## config.mk

```make
export PLATFORM = sky130hd
export DESIGN_NAME = qr_tx_sequencer
export DESIGN_NICKNAME = d
export VERILOG_FILES = /design/src/rtl/qr_tx_sequencer.sv
export SDC_FILE = /design/constraint.sdc
export NUM_CORES = 1
export LEC_CHECK = 0
export BUFFER_PORTS_ARGS = -buffer_cell sky130_fd_sc_hd__buf_2
export CAP_MARGIN = 20
export CORE_MARGIN = 1.5
export CORE_UTILIZATION = 41
export DETAILED_ROUTE_END_ITERATION = 7
export GPL_TIMING_DRIVEN = 0
export PLACE_DENSITY = 0.72
export SYNTH_ARGS = -nofsm -noshare
export SYNTH_HDL_FRONTEND = slang
export SYNTH_SLANG_ARGS = --single-unit
```

## constraint.sdc

```tcl
create_clock -name clk_in -period 5.5 [get_ports clk_in]
set_input_delay 1.65 -clock clk_in [delete_from_list [all_inputs] [get_ports clk_in]]
set_output_delay 1.65 -clock clk_in [all_outputs]
set_load 0.05 [all_outputs]
```

## src/rtl/qr_tx_sequencer.sv

```systemverilog
// Streams a latched QR decode result to a UART byte by byte, with an optional
// terminator, length clamping and rejection of non-byte-mode results.
module qr_tx_sequencer #(
  parameter int         MAX_BYTES = 17,
  parameter int         SEND_TERM = 1,
  parameter logic [7:0] TERM_BYTE = 8'h0A,
  parameter logic [3:0] BYTE_MODE = 4'b0100
) (
  input  logic         clk_in,
  input  logic         rst_in,
  input  logic         start_in,
  input  logic [3:0]   data_type_in,
  input  logic [7:0]   data_length_in,
  input  logic [151:0] bytes_in,
  input  logic         tx_ready_in,
  output logic [7:0]   tx_data_out,
  output logic         tx_valid_out,
  output logic         busy_out,
  output logic         done_out,
  output logic         err_out,
  output logic         trunc_out
);

  typedef enum logic [2:0] {IDLE, CHECK, SEND, TERM, FIN} state_e;

  localparam logic [7:0] MAX_LEN = 8'(MAX_BYTES);
  localparam logic [4:0] MAX_CNT = 5'(MAX_BYTES);

  state_e            state_q, state_d;
  logic [3:0]        type_q, type_d;
  logic [7:0]        len_q, len_d;
  logic [18:0][7:0]  bytes_q, bytes_d;
  logic [4:0]        idx_q, idx_d;
  logic [4:0]        cnt_q, cnt_d;
  logic [7:0]        tx_data_q, tx_data_d;
  logic              tx_valid_q, tx_valid_d;
  logic              busy_q, busy_d;
  logic              done_q, done_d;
  logic              err_q, err_d;
  logic              trunc_q, trunc_d;

  always_comb begin
    state_d = state_q;
    type_d  = type_q;
    len_d   = len_q;
    bytes_d = bytes_q;
    idx_d   = idx_q;
    cnt_d   = cnt_q;
    trunc_d = trunc_q;
    err_d   = 1'b0;

    case (state_q)
      IDLE: begin
        if (start_in) begin
          type_d  = data_type_in;
          len_d   = data_length_in;
          bytes_d = bytes_in;
          trunc_d = 1'b0;
          state_d = CHECK;
        end
      end
      CHECK: begin
        if (type_q != BYTE_MODE) begin
          err_d   = 1'b1;
          state_d = FIN;
        end else if (len_q == 8'd0) begin
          state_d = (SEND_TERM != 0) ? TERM : FIN;
        end else begin
          cnt_d   = (len_q > MAX_LEN) ? MAX_CNT : len_q[4:0];
          trunc_d = (len_q > MAX_LEN);
          idx_d   = 5'd0;
          state_d = SEND;
        end
      end
      SEND: begin
        if (tx_ready_in) begin
          if (idx_q == cnt_q - 5'd1) state_d = (SEND_TERM != 0) ? TERM : FIN;
          else                       idx_d   = idx_q + 5'd1;
        end
      end
      TERM: begin
        if (tx_ready_in) state_d = FIN;
      end
      FIN:     state_d = IDLE;
      default: state_d = IDLE;
    endcase

    // Outputs are derived from the next state so every output is a flop that
    // already reflects the state being entered.
    tx_valid_d = (state_d == SEND) || (state_d == TERM);
    tx_data_d  = (state_d == SEND) ? bytes_q[idx_d] :
                 (state_d == TERM) ? TERM_BYTE : 8'h00;
    busy_d     = (state_d != IDLE);
    done_d     = (state_d == FIN);
  end

  always_ff @(posedge clk_in) begin
    if (rst_in) begin
      state_q    <= IDLE;
      type_q     <= '0;
      len_q      <= '0;
      bytes_q    <= '0;
      idx_q      <= '0;
      cnt_q      <= '0;
      tx_data_q  <= '0;
      tx_valid_q <= 1'b0;
      busy_q     <= 1'b0;
      done_q     <= 1'b0;
      err_q      <= 1'b0;
      trunc_q    <= 1'b0;
    end else begin
      state_q    <= state_d;
      type_q     <= type_d;
      len_q      <= len_d;
      bytes_q    <= bytes_d;
      idx_q      <= idx_d;
      cnt_q      <= cnt_d;
      tx_data_q  <= tx_data_d;
      tx_valid_q <= tx_valid_d;
      busy_q     <= busy_d;
      done_q     <= done_d;
      err_q      <= err_d;
      trunc_q    <= trunc_d;
    end
  end

  assign tx_data_out  = tx_data_q;
  assign tx_valid_out = tx_valid_q;
  assign busy_out     = busy_q;
  assign done_out     = done_q;
  assign err_out      = err_q;
  assign trunc_out    = trunc_q;

endmodule

```

# Yosys cells after proc, flatten, opt, wreduce, memory -nomap -nowiden
# Cells that the tools add are included.
# W data, S select, Z words.
classes:
  shift: 0
  addsub: 2
  n_mul: 0
  n_bitwise: 3
  n_div: 0
  n_eq_ne: 11
  n_mux: 22
  reduce_logical: 9
  n_lt_le_gt_ge: 2
ops:
  columns: ["op", "n"]
  rows:
  - ["$bmux W8 S5", 1]
  - ["$mux W5", 5]
  - ["$mux W8", 2]
  - ["$mux W3", 5]
  - ["$eq A3 B2 Y1 const B", 4]
  - ["$pmux W3 S4", 1]
  - ["$pmux W5 S2", 1]
  - ["$gt A8 B5 Y1 const B", 1]
  - ["$logic_not A8 Y1", 1]
  - ["$lt A5 B6 Y1 const B", 1]
  - ["$ne A2 B2 Y1 const B", 3]
  - ["$add A5 B1 Y5 const B", 1]
  - ["$eq A5 B5 Y1", 1]
  - ["$mux W1", 5]
  - ["$sub A5 B1 Y5 const B", 1]
  - ["$mux W4", 1]
  - ["$ne A4 B3 Y1 const B", 1]
  - ["$reduce_and A4 Y1", 1]
  - ["$eq A3 B1 Y1 const B", 1]
  - ["$eq A3 B3 Y1 const B", 1]
  - ["$logic_not A3 Y1", 1]
  - ["$not A1 Y1", 3]
  - ["$reduce_and A3 Y1", 1]
  - ["$reduce_bool A3 Y1", 1]
  - ["5 further kinds", 5]
totals:
  ram_bits: 0
  latchBits: 0
  ff_bits: 190
  romBits: 0
  out_inout_bits: 13
  mem_count: 0
  inputBits: 168

# Depth between registers and ports, before layout
depth:
  ltp_word: 8
  ltp_mapped: 12
  depth_no_buf: 10

# Worst setup path before layout
# No wires, ideal clock.
synth_timing:
  kind: "input port to flip-flop"
  from: "input tx_ready_in"
  to: "register tx_data_q[5], in the netlist tx_data_out[5]"
  cell_stages: 8
  path_slack_ps: 1809
  t_required_ps: 5370
  t_arrival_ps: 3561
  setup_time_ps: 130
  path_cell_list: "inv_1 or3b_1 o311ai_2 a2bb2oi_2 buf_4 mux4_2 a22oi_1 nand4_1"
synth_between:
  elab_chain_len: 5
  word_cells_on_any_way: 9
synth_lines:
  columns: ["element", "line", "rtl"]
  rows:
  - ["start, declared", "15", "input logic tx_ready_in,"]
  - ["$mux W5", "76", "if (tx_ready_in) begin"]
  - ["$pmux W5 S2", "52", "case (state_q)"]
  - ["$bmux W8 S5", "91", "tx_data_d = (state_d == SEND) ? bytes_q[idx_d] :"]
  - ["$mux W8 (implied by the code)", "91", null]
  - ["$mux W8 (*)", "91", null]
  - ["end signal, assigned", "118", "tx_data_q <= tx_data_d;"]
  - ["end, declared", "35", "logic [7:0] tx_data_q, tx_data_d;"]
# Mark *: on every way between the ends. The rest lies on a longest branch, timed or not. The select of a mux whose other input is x is not followed.
# A chain may end at the register's enable or synchronous reset.

# Worst setup path in the final report
layout_timing:
  from: "input tx_ready_in"
  to: "register tx_data_q[6], in the netlist tx_data_out[6]"
# The elaborated chain is that of the path after synthesis.

==> summary.txt <==
Pre-CTS WS: 1.08 ns
RSZ-0062 raised after global routing: no
Slew Limit Fails: 0
Layout area overhead: 22.0%
Slowest library cell on the worst path: or3b_1
Most frequent cells after synthesis: nand2_1 (348), dfxtp_1 (190), a21oi_1 (172)
Largest family of logic cells by synthesized area: simple AND/OR/NAND/NOR gates
CP top delay family: compound AO/OA/AOI/OAI gates
Post-DR wirelength/cell: 16.5 microns
Synth top area share: 0.464
CP required: 5.77 ns
# IOs: 181
Yosys cell types: 61
Gate power share: 0.126
Number of max-cap violations: 0
Synth area leaders: dfxtp_1 (46%), nand2_1 (16%), a21oi_1 (10%)
Largest area contributor in the netlist: dfxtp_1
Mux share of post-synthesis cell area: 0.108
CTS tree: done
Routed Antenna Nets: 0
Clk root buf: clkbuf_16
Pint: 2240 uW
Vias in the first global route: 7128
Core Rows: 51
# Post-CTS Setup Buffers: 0
Max-slew headroom: 0.350
Width of the die: 144 microns
Synth Area in Adders: 0.00305
Core area: 0.0195 sq mm
Final-stage net count: 1352
Post-synthesis compound-gate area fraction: 0.151
Hold buffer count at cts: 0
Seq pwr share: 0.487
Initial antenna violation count: 0
CP Capture Type: register
Type of origin of the critical path: input port
Final worst-path cycle share: 0.726
Worst-Skew Late Latency: 0.45 ns
Post-DP Area: 0.00943 sq mm
WS Path Type: in2reg
Dpl hpwl: 18200 microns
All-Layer GR Usage: 0.237
Status: complete, no violations
Sink Count: 190
First-pass GRT wire length: 36800 microns
Tmin final: 3.99 ns
Filler cells: 1914
Post-route cell area: 0.0100 sq mm
CP arrival: 4.27 ns
Htree depth: 4
Max IR drop VDD: 0.214 mV
Crit-path cells: buf_2 > inv_1 > or3b_1 > o311ai_2 > a2bb2oi_2 > buf_6 > buf_6 > mux2i_1 > o22ai_1 > a22oi_1 > nand4_1
Num CTS Buffers: 17
Starting Density: 0.420
Final WL: 24100 microns
Final Setup Violations: 0
GR Overflow Total: 0
Die Y: 144 microns
Worst clock skew: 0.0120 ns
Clk pwr share: 0.387
Vias/cell: 5.19
# resized after CTS: 0
Storage element area: 0.00380 sq mm
Sw frac: 0.278
Top-count cell post-synth: nand2_1
Post-Synthesis Cells: 984
Post-Syn Area: 0.00820 sq mm
GP Congestion: 0.887
Pin count of the biggest net entering global routing: 19
Hold Vio Cnt, Final: 0
Pwr Density: 309 mW/mm^2
Port Buffers: 179
Die ar.: 0.0209 sq mm
FF+latch count, synth: 190
Worst path bufs/invs: 4
Initial DRC count: 607
Max incr delay on CP: 0.38 ns
Predominant post-synthesis flop cell: dfxtp_1
Worst-path clk slew: 0.07 ns
Synth Area in XOR/XNOR: 0.00641
Vias: 7581
Most used cell, CP: buf_6
Multi-input gate area: 0.00403 sq mm
Max frequency: 250 MHz
First-pass DRT Iterations: 5
Avg Cell Area, Syn: 8.33 sq um
Ys Warns: 0
Post-route setup slack: 1.51 ns
Worst-path fanout max: 10
# diodes: 0
Synth async-reset ratio: 0
Hold WC Path Type: reg2reg
Post-synth EDFFs: 0
Seq/Total Area, Yosys: 0.464
Final setup TNS: 0 ns
Syn nets: 1154
Share of cells above drive strength 1: 0.221
Leak: 0.00422 uW
Simple-Gate Fraction of Synth Area: 0.223
Remaining DRCs: 0
Switch Pwr: 859 uW
Clock Path Buffers: 2
Slew @ Worst Pin: 0.975 ns
registers in the layout (all words and copies together), names as in the netlist, 3 cells and up:
register / count
idx_q: 5
tx_data_out: 8
state_q: 3
bytes_q: 152
cnt_q: 5
len_q: 8
type_q: 4
path summary, 6_finish.rpt:
path,start,end,slack (ns),cells after the start
worst max-delay path,tx_ready_in,tx_data_out[6]$_SDFF_PP0_,1.51,11
worst min register to register,bytes_q[106]$_SDFFE_PP0P_,bytes_q[106]$_SDFFE_PP0P_,0.45,2
worst max register to register,cnt_q[0]$_SDFFE_PP0P_,tx_data_out[7]$_SDFF_PP0_,2.08,11
worst min-delay path,bytes_q[106]$_SDFFE_PP0P_,bytes_q[106]$_SDFFE_PP0P_,0.45,2
power by group through the flow:
| stage | logic [uW] | clock network [uW] | registers (uW) |
|---|---|---|---|
| 2_1_floorplan | 238 | 0 | 1530 |
| 3_3_place_gp | 380 | 0 | 1530 |
| 3_5_place_dp | 387 | 0 | 1540 |
| 4_1_cts | 389 | 1210 | 1510 |
| 5_1_grt | 431 | 1280 | 1520 |
| 6_report | 389 | 1200 | 1510 |
per-stage QoR:
stage	hold slack (ns)	util	std cells	total power [uW]
floorplan	0.433	-	984	1770
global placement	0.440	0.483	1428	1910
detailed placement	0.443	0.483	1428	1920
CTS	0.453	0.512	1460	3110
global route	0.467	0.512	1460	3230
finish	0.454	0.512	1460	3100
worst register-to-register path: cells and delay by family (launching register included):
family	cells	cell delay (ns)
multiplexers	1	0.47
AO/OA/AOI/OAI	3	0.77
buffers and inverters	2	0.82
XOR/XNOR	1	0.13
flip-flops	1	0.37
adder cells (fa/ha/maj)	1	0.31
AND/OR/NAND/NOR	3	0.40
area by class of cell:
| class | instances | area share |
|---|---|---|
| inverters | 12 | 0.00450 |
| clock inverters | 13 | 0.0123 |
| plain buffers | 70 | 0.0318 |
| flip-flops and latches | 190 | 0.380 |
| repair buffers | 179 | 0.0896 |
| clock buffers | 19 | 0.0453 |
| well taps | 265 | 0.0331 |
| multi-input cells | 712 | 0.403 |
layout by cell type, fill, tap and decap left out, types with 2 or more instances in the layout:
master / count
and3_1: 3
nor3_2: 2
nor2_1: 18
ha_1: 2
nor4_1: 3
nand2_1: 348
buf_2: 183
nor4b_2: 2
mux4_2: 24
clkbuf_8: 2
inv_8: 4
nor3_1: 13
o221ai_1: 2
xor2_1: 3
clkbuf_1: 54
or4_1: 2
clkbuf_16: 17
buf_6: 2
dfxtp_1: 190
a21oi_1: 172
inv_6: 4
nand3_1: 13
nand4_1: 6
buf_1: 4
o22ai_1: 7
o21ai_0: 4
o311ai_2: 2
xnor2_1: 3
mux2i_1: 33
a22oi_1: 14
nand2b_1: 4
inv_1: 12
or4b_1: 2
buf_4: 5
clkinv_2: 2
kinds of logic (layout without fill, tap and decap cells):
logic type,after synthesis,after routing
muxes,58,58
adders and majority gates,2,2
AOI/OAI and AO/OA,218,218
and+or+nand+nor,428,428
DFF,190,190
xor gates and xnor gates,6,6
buffers and inverters,82,293
layer usage:
| metal | wire (microns) | share of wire | vias up | track usage |
|---|---|---|---|---|
| met1 | 10300 | 0.43 | 3503 | 0.300 |
| met2 | 11400 | 0.48 | 258 | 0.393 |
| met3 | 1730 | 0.072 | 45 | 0.0606 |
| li1 | - | - | 3775 | - |
| met4 | 623 | 0.026 | 0 | 0.0851 |
| met5 | 0 | 0 | - | 0 |
(Power assumes the default switching activity.)
